$ cat config.mk
export PLATFORM = sky130hd
export DESIGN_NAME = int_controller
export DESIGN_NICKNAME = d
export VERILOG_FILES = /design/src/rtl/int_controller.sv
export SDC_FILE = /design/constraint.sdc
export NUM_CORES = 1
export LEC_CHECK = 0
export CORE_ASPECT_RATIO = 1.75
export CORE_UTILIZATION = 40
export CTS_CLUSTER_SIZE = 8
export DETAILED_ROUTE_END_ITERATION = 8
export PLACE_DENSITY = 0.71
export SYNTH_ARGS = -nofsm -noshare
export SYNTH_HDL_FRONTEND = slang
export SYNTH_SLANG_ARGS = --single-unit
$ cat constraint.sdc
create_clock -name CLK -period 1.2 [get_ports CLK]
set_input_delay 0.36 -clock CLK [delete_from_list [all_inputs] [get_ports CLK]]
set_output_delay 0.36 -clock CLK [all_outputs]
set_load 0.01 [all_outputs]
$ cat src/rtl/int_controller.sv
// Eight-source interrupt request controller: edge detect, pending latch, mask,
// fixed lowest-index priority and a request/acknowledge/return handshake.
module int_controller #(
    parameter int                 NUM_SRC  = 8,
    parameter logic [NUM_SRC-1:0] MASK_RST = 8'hFF
) (
    input  logic               CLK,
    input  logic               Reset,
    input  logic [NUM_SRC-1:0] IrqIn,
    input  logic               MaskWr,
    input  logic [NUM_SRC-1:0] MaskIn,
    input  logic               IntAck,
    input  logic               IntDone,
    output logic               IntReq,
    output logic [7:0]         Int,
    output logic [NUM_SRC-1:0] Pending,
    output logic               Busy
);

    typedef enum logic [1:0] {
        ST_IDLE    = 2'd0,
        ST_REQ     = 2'd1,
        ST_SERVICE = 2'd2
    } state_t;

    state_t             state_q, state_d;
    logic [2:0]         sel_q, sel_d;
    logic [NUM_SRC-1:0] irq_prev_q;
    logic [NUM_SRC-1:0] pending_q, pending_d;
    logic [NUM_SRC-1:0] mask_q, mask_d;
    logic [7:0]         int_q, int_d;
    logic               intreq_q, intreq_d;
    logic               busy_q, busy_d;
    logic [NUM_SRC-1:0] rise_s;
    logic [NUM_SRC-1:0] eligible_s;
    logic [NUM_SRC-1:0] clr_s;

    // Scanning from the top down leaves the lowest set index as the winner.
    function automatic logic [2:0] lowest_idx(input logic [NUM_SRC-1:0] v);
        logic [2:0] idx;
        idx = 3'd0;
        for (int i = NUM_SRC - 1; i >= 0; i--) begin
            idx = v[i] ? 3'(i) : idx;
        end
        return idx;
    endfunction

    assign rise_s     = IrqIn & ~irq_prev_q;
    assign eligible_s = pending_q & mask_q;

    // Next-state, pending update and registered-output next values.
    always_comb begin
        state_d = state_q;
        sel_d   = sel_q;
        clr_s   = '0;
        case (state_q)
            ST_IDLE: begin
                if (|eligible_s) begin
                    sel_d   = lowest_idx(eligible_s);
                    state_d = ST_REQ;
                end else begin
                    state_d = ST_IDLE;
                end
            end
            ST_REQ: begin
                if (IntAck) begin
                    clr_s[sel_q] = 1'b1;
                    state_d      = ST_SERVICE;
                end else begin
                    state_d = ST_REQ;
                end
            end
            ST_SERVICE: begin
                if (IntDone) begin
                    state_d = ST_IDLE;
                end else begin
                    state_d = ST_SERVICE;
                end
            end
            default: begin
                state_d = ST_IDLE;
            end
        endcase

        // A new edge on the bit being acknowledged keeps it pending.
        pending_d = (pending_q & ~clr_s) | rise_s;
        mask_d    = MaskWr ? MaskIn : mask_q;
        int_d     = (state_d == ST_IDLE) ? 8'h00 : {5'b00000, sel_d};
        intreq_d  = (state_d == ST_REQ);
        busy_d    = (state_d == ST_SERVICE);
    end

    // State, pending/mask and output registers.
    always_ff @(posedge CLK or posedge Reset) begin
        if (Reset) begin
            state_q    <= ST_IDLE;
            sel_q      <= 3'd0;
            irq_prev_q <= '0;
            pending_q  <= '0;
            mask_q     <= MASK_RST;
            int_q      <= 8'h00;
            intreq_q   <= 1'b0;
            busy_q     <= 1'b0;
        end else begin
            state_q    <= state_d;
            sel_q      <= sel_d;
            irq_prev_q <= IrqIn;
            pending_q  <= pending_d;
            mask_q     <= mask_d;
            int_q      <= int_d;
            intreq_q   <= intreq_d;
            busy_q     <= busy_d;
        end
    end

    assign IntReq  = intreq_q;
    assign Int     = int_q;
    assign Pending = pending_q;
    assign Busy    = busy_q;

endmodule

==> summary.md, run 1 <==
| Metric | Value |
|---|---|
| Pre-CTS WS | -0.476 ns |
| Die Span Y | 81.0 um |
| Clock Sinks | 34 |
| Via count of the first global-routing pass | 1211 |
| Largest cells by area after synthesis | dfrtp_1 46%, dfstp_2 15%, mux2_2 6.3% |
| Root buffer cell | clkbuf_8 |
| First-pass GRT wire length | 5.26 mm |
| Synthesized area | 0.00143 mm2 |
| Initial Utilization | 41.9% |
| DRT Wirelength | 3.33 mm |
| Crit path launch type | register |
| First drt pass iteration count | 4 |
| Most instantiated cells after synthesis | 26 x dfrtp_1, 12 x nand2_1, 10 x inv_1, 10 x o21ai_1, 9 x o21ai_0 |
| Initial DRC Count | 38 |
| Max Slew Vio Count | 0 |
| Crit Path Category | register to register |
| Max IR drop VDD | 1750 uV |
| Total gr overflow | 0 |
| Final worst path period share | 112% |
| Antenna violations before repair | 0 |
| WL/cell | 14.8 um |
| Die area | 0.00381 mm2 |
| CTS tree | done |
| CP Data Arrival Time | 1.56 ns |
| Status | complete, but fails checks |
| Hold crit path type | register to register |
| Clk Latency, worst-skew pair | 0.29 ns |
| Seq/Total Area, Yosys | 60.4% |
| Hold Fails Final Rpt | 0 |
| Setup WS post-layout | -0.141 ns |
| CP max FO | 5 |
| TritonCTS Buffers | 5 |
| Top_reg_cell synth | dfrtp_1 |
| Rows | 28 |
| Hold WS | 0.408 ns |
| Async SR Flop Fraction | 100% |
| Longest Clk Path Bufs | 2 |
| I/O pins | 39 |
| Tmin final | 1.34 ns |
| Drt drc | 0 |
| Max Fclk | 746 MHz |
| All-layer global routing usage | 19.9% |
| Pleak | 0.950 nW |
| Placer's final routability congestion estimate | 0.817 |
| Reg2Reg Setup Slack | -0.14 ns |
| PortBufs | 33 |
| Max_cap viols | 0 |
| Unique masters post-synth | 28 |
| Post-synth top area share | 45.7% |
| Width of the die | 47.1 um |
| Synth-to-Final Area Change | 48.8% |
| Via count | 1120 |
| Routed Antenna Nets | 0 |
| FILL cells | 280 |
| Ant diodes | 0 |
| EDFF count, synth | 0 |
| NumNets Final | 200 |
| Final setup vio count | 19 |
| Clock skew | 0.00972 ns |
| Pwr/cell area | 2210 mW/mm2 |
| Hold_buf cts | 0 |
| Element type at the critical path end | register |
| DR vias/cell | 4.98 |
| Worst-path clk slew | 0.07 ns |
| Most numerous cell in the Yosys netlist | dfrtp_1 |
| Failing checks | setup timing |
| Unrepaired setup endpoints after global routing | yes |
| Post-synthesis average cell area | 12.2 um2 |
| Worst Path Required | 1.42 ns |
| Pin count of the biggest net entering global routing | 35 |
| Synth Warn # | 0 |
| Core area | 0.00340 mm2 |
| Hpwl dp | 2.40 mm |
| Post-synthesis register bit count | 34 |
| Mapped Cells | 117 |
| H-tree levels | 2 |
| Post-synth top area cell | dfrtp_1 |
| Layout cell share with drive strength beyond 1 | 46.1% |
where the power goes:
part	switching, W	internal [W]
logic	0.000772	0.000897
clock network	0.000403	0.000886
registers	0.000280	0.00145
registers in the layout, indices dropped and copies added, names as in the netlist:
signal and cells:
irq_prev_q 8, Int 3, Busy 1, Pending 8, IntReq 1, mask_q 8, sel_q 3, state_q 2
metrics by stage:
stage          util (%)  instances  power [W]  instance area, um2  setup TNS (ns)
2_1_floorplan         -        121    0.00257                1470         -0.0198
3_3_place_gp       57.2        209    0.00328                1940           -6.80
3_5_place_dp       57.2        209    0.00334                1940           -7.38
4_1_cts            62.0        224    0.00466                2110           -1.05
5_1_grt            62.4        225    0.00492                2120           -2.22
6_report           62.4        225    0.00469                2120           -1.18
placed cells by master, fill, tap and decap left out, types with 2 or more instances in the layout:
cell / netlist / final
dfrtp_2: 0 / 2
clkbuf_8: 0 / 6
inv_1: 10 / 10
o21ai_0: 9 / 8
nand2_1: 12 / 9
a21boi_2: 2 / 2
mux2_2: 8 / 8
buf_6: 0 / 4
nand2b_1: 4 / 4
dfstp_2: 8 / 8
a22oi_2: 1 / 5
conb_1: 1 / 5
buf_4: 5 / 22
clkdlybuf4s50_1: 0 / 19
o21ai_1: 10 / 11
dfrtp_1: 26 / 24
nand2_2: 0 / 3
buf_2: 0 / 10
bufinv_16: 0 / 2
cell families after synthesis:
kind of cell / after synthesis / synth area share (%)
buffers and inverters: 16 / 5.53
AND/OR/NAND/NOR: 21 / 8.52
AO/OA/AOI/OAI: 36 / 18.3
flip-flops: 34 / 60.4
multiplexers: 9 / 7.02
other: 1 / 0.263
final timing paths:
check / to / startpoint / cells after the start
min: Pending[1] / irq_prev_q[1] / 1
min reg2reg: Pending[1] / irq_prev_q[1] / 1
max: sel_q[0] / Pending[3] / 5
max in group asynchronous: mask_q[6] / Reset / 3
max reg2reg: sel_q[0] / Pending[3] / 5
min in group asynchronous: state_q[1] / Reset / 3
metal layers:
| layer | up-vias | GRT usage [%] | routed length, um |
|---|---|---|---|
| met1 | 552 | 19.8 | 1130 |
| li1 | 520 | - | - |
| met3 | 11 | 5.78 | 172 |
| met5 | - | 0 | 0 |
| met4 | 0 | 11.1 | 102 |
| met2 | 37 | 34.6 | 1930 |
worst max-delay path, cell delays in order (launching register included):
cell     delay (ns)
dfrtp_1        0.39
buf_4          0.14
a22oi_2        0.20
nand2_2        0.12
o21ai_4        0.23
mux2i_1        0.21
repair_timing:
| action | 4_1_cts | 5_1_grt |
|---|---|---|
| setup endpoints to repair | 28 | 24 |
| gates cloned | 0 | 0 |
| setup buffers | 7 | 1 |
| pin swaps | 4 | 3 |
| resized for setup | 59 | 5 |
area by class of cell:
| cell class | count | area, um2 | share of cell area, % |
|---|---|---|---|
| clock buffers | 6 | 82.6 | 3.89 |
| clock inverters | 2 | 60.1 | 2.83 |
| inverters | 10 | 37.5 | 1.77 |
| multi-input cells | 71 | 542 | 25.5 |
| flip-flops and latches | 34 | 863 | 40.7 |
| well taps | 45 | 56.3 | 2.65 |
| repair buffers | 57 | 479 | 22.6 |
No activity file was read; power rests on OpenSTA's default activity.
==> run 2: changes to the inputs <==
--- a/config.mk
+++ b/config.mk
@@ -6,6 +6,7 @@
 export NUM_CORES = 1
 export LEC_CHECK = 0
 export CORE_ASPECT_RATIO = 1.75
+export CORE_MARGIN = 1
 export CORE_UTILIZATION = 40
 export CTS_CLUSTER_SIZE = 8
 export DETAILED_ROUTE_END_ITERATION = 8
==> results of run 2 <==
Same layout as run 1: the final DEF is identical, and so are final timing and power.
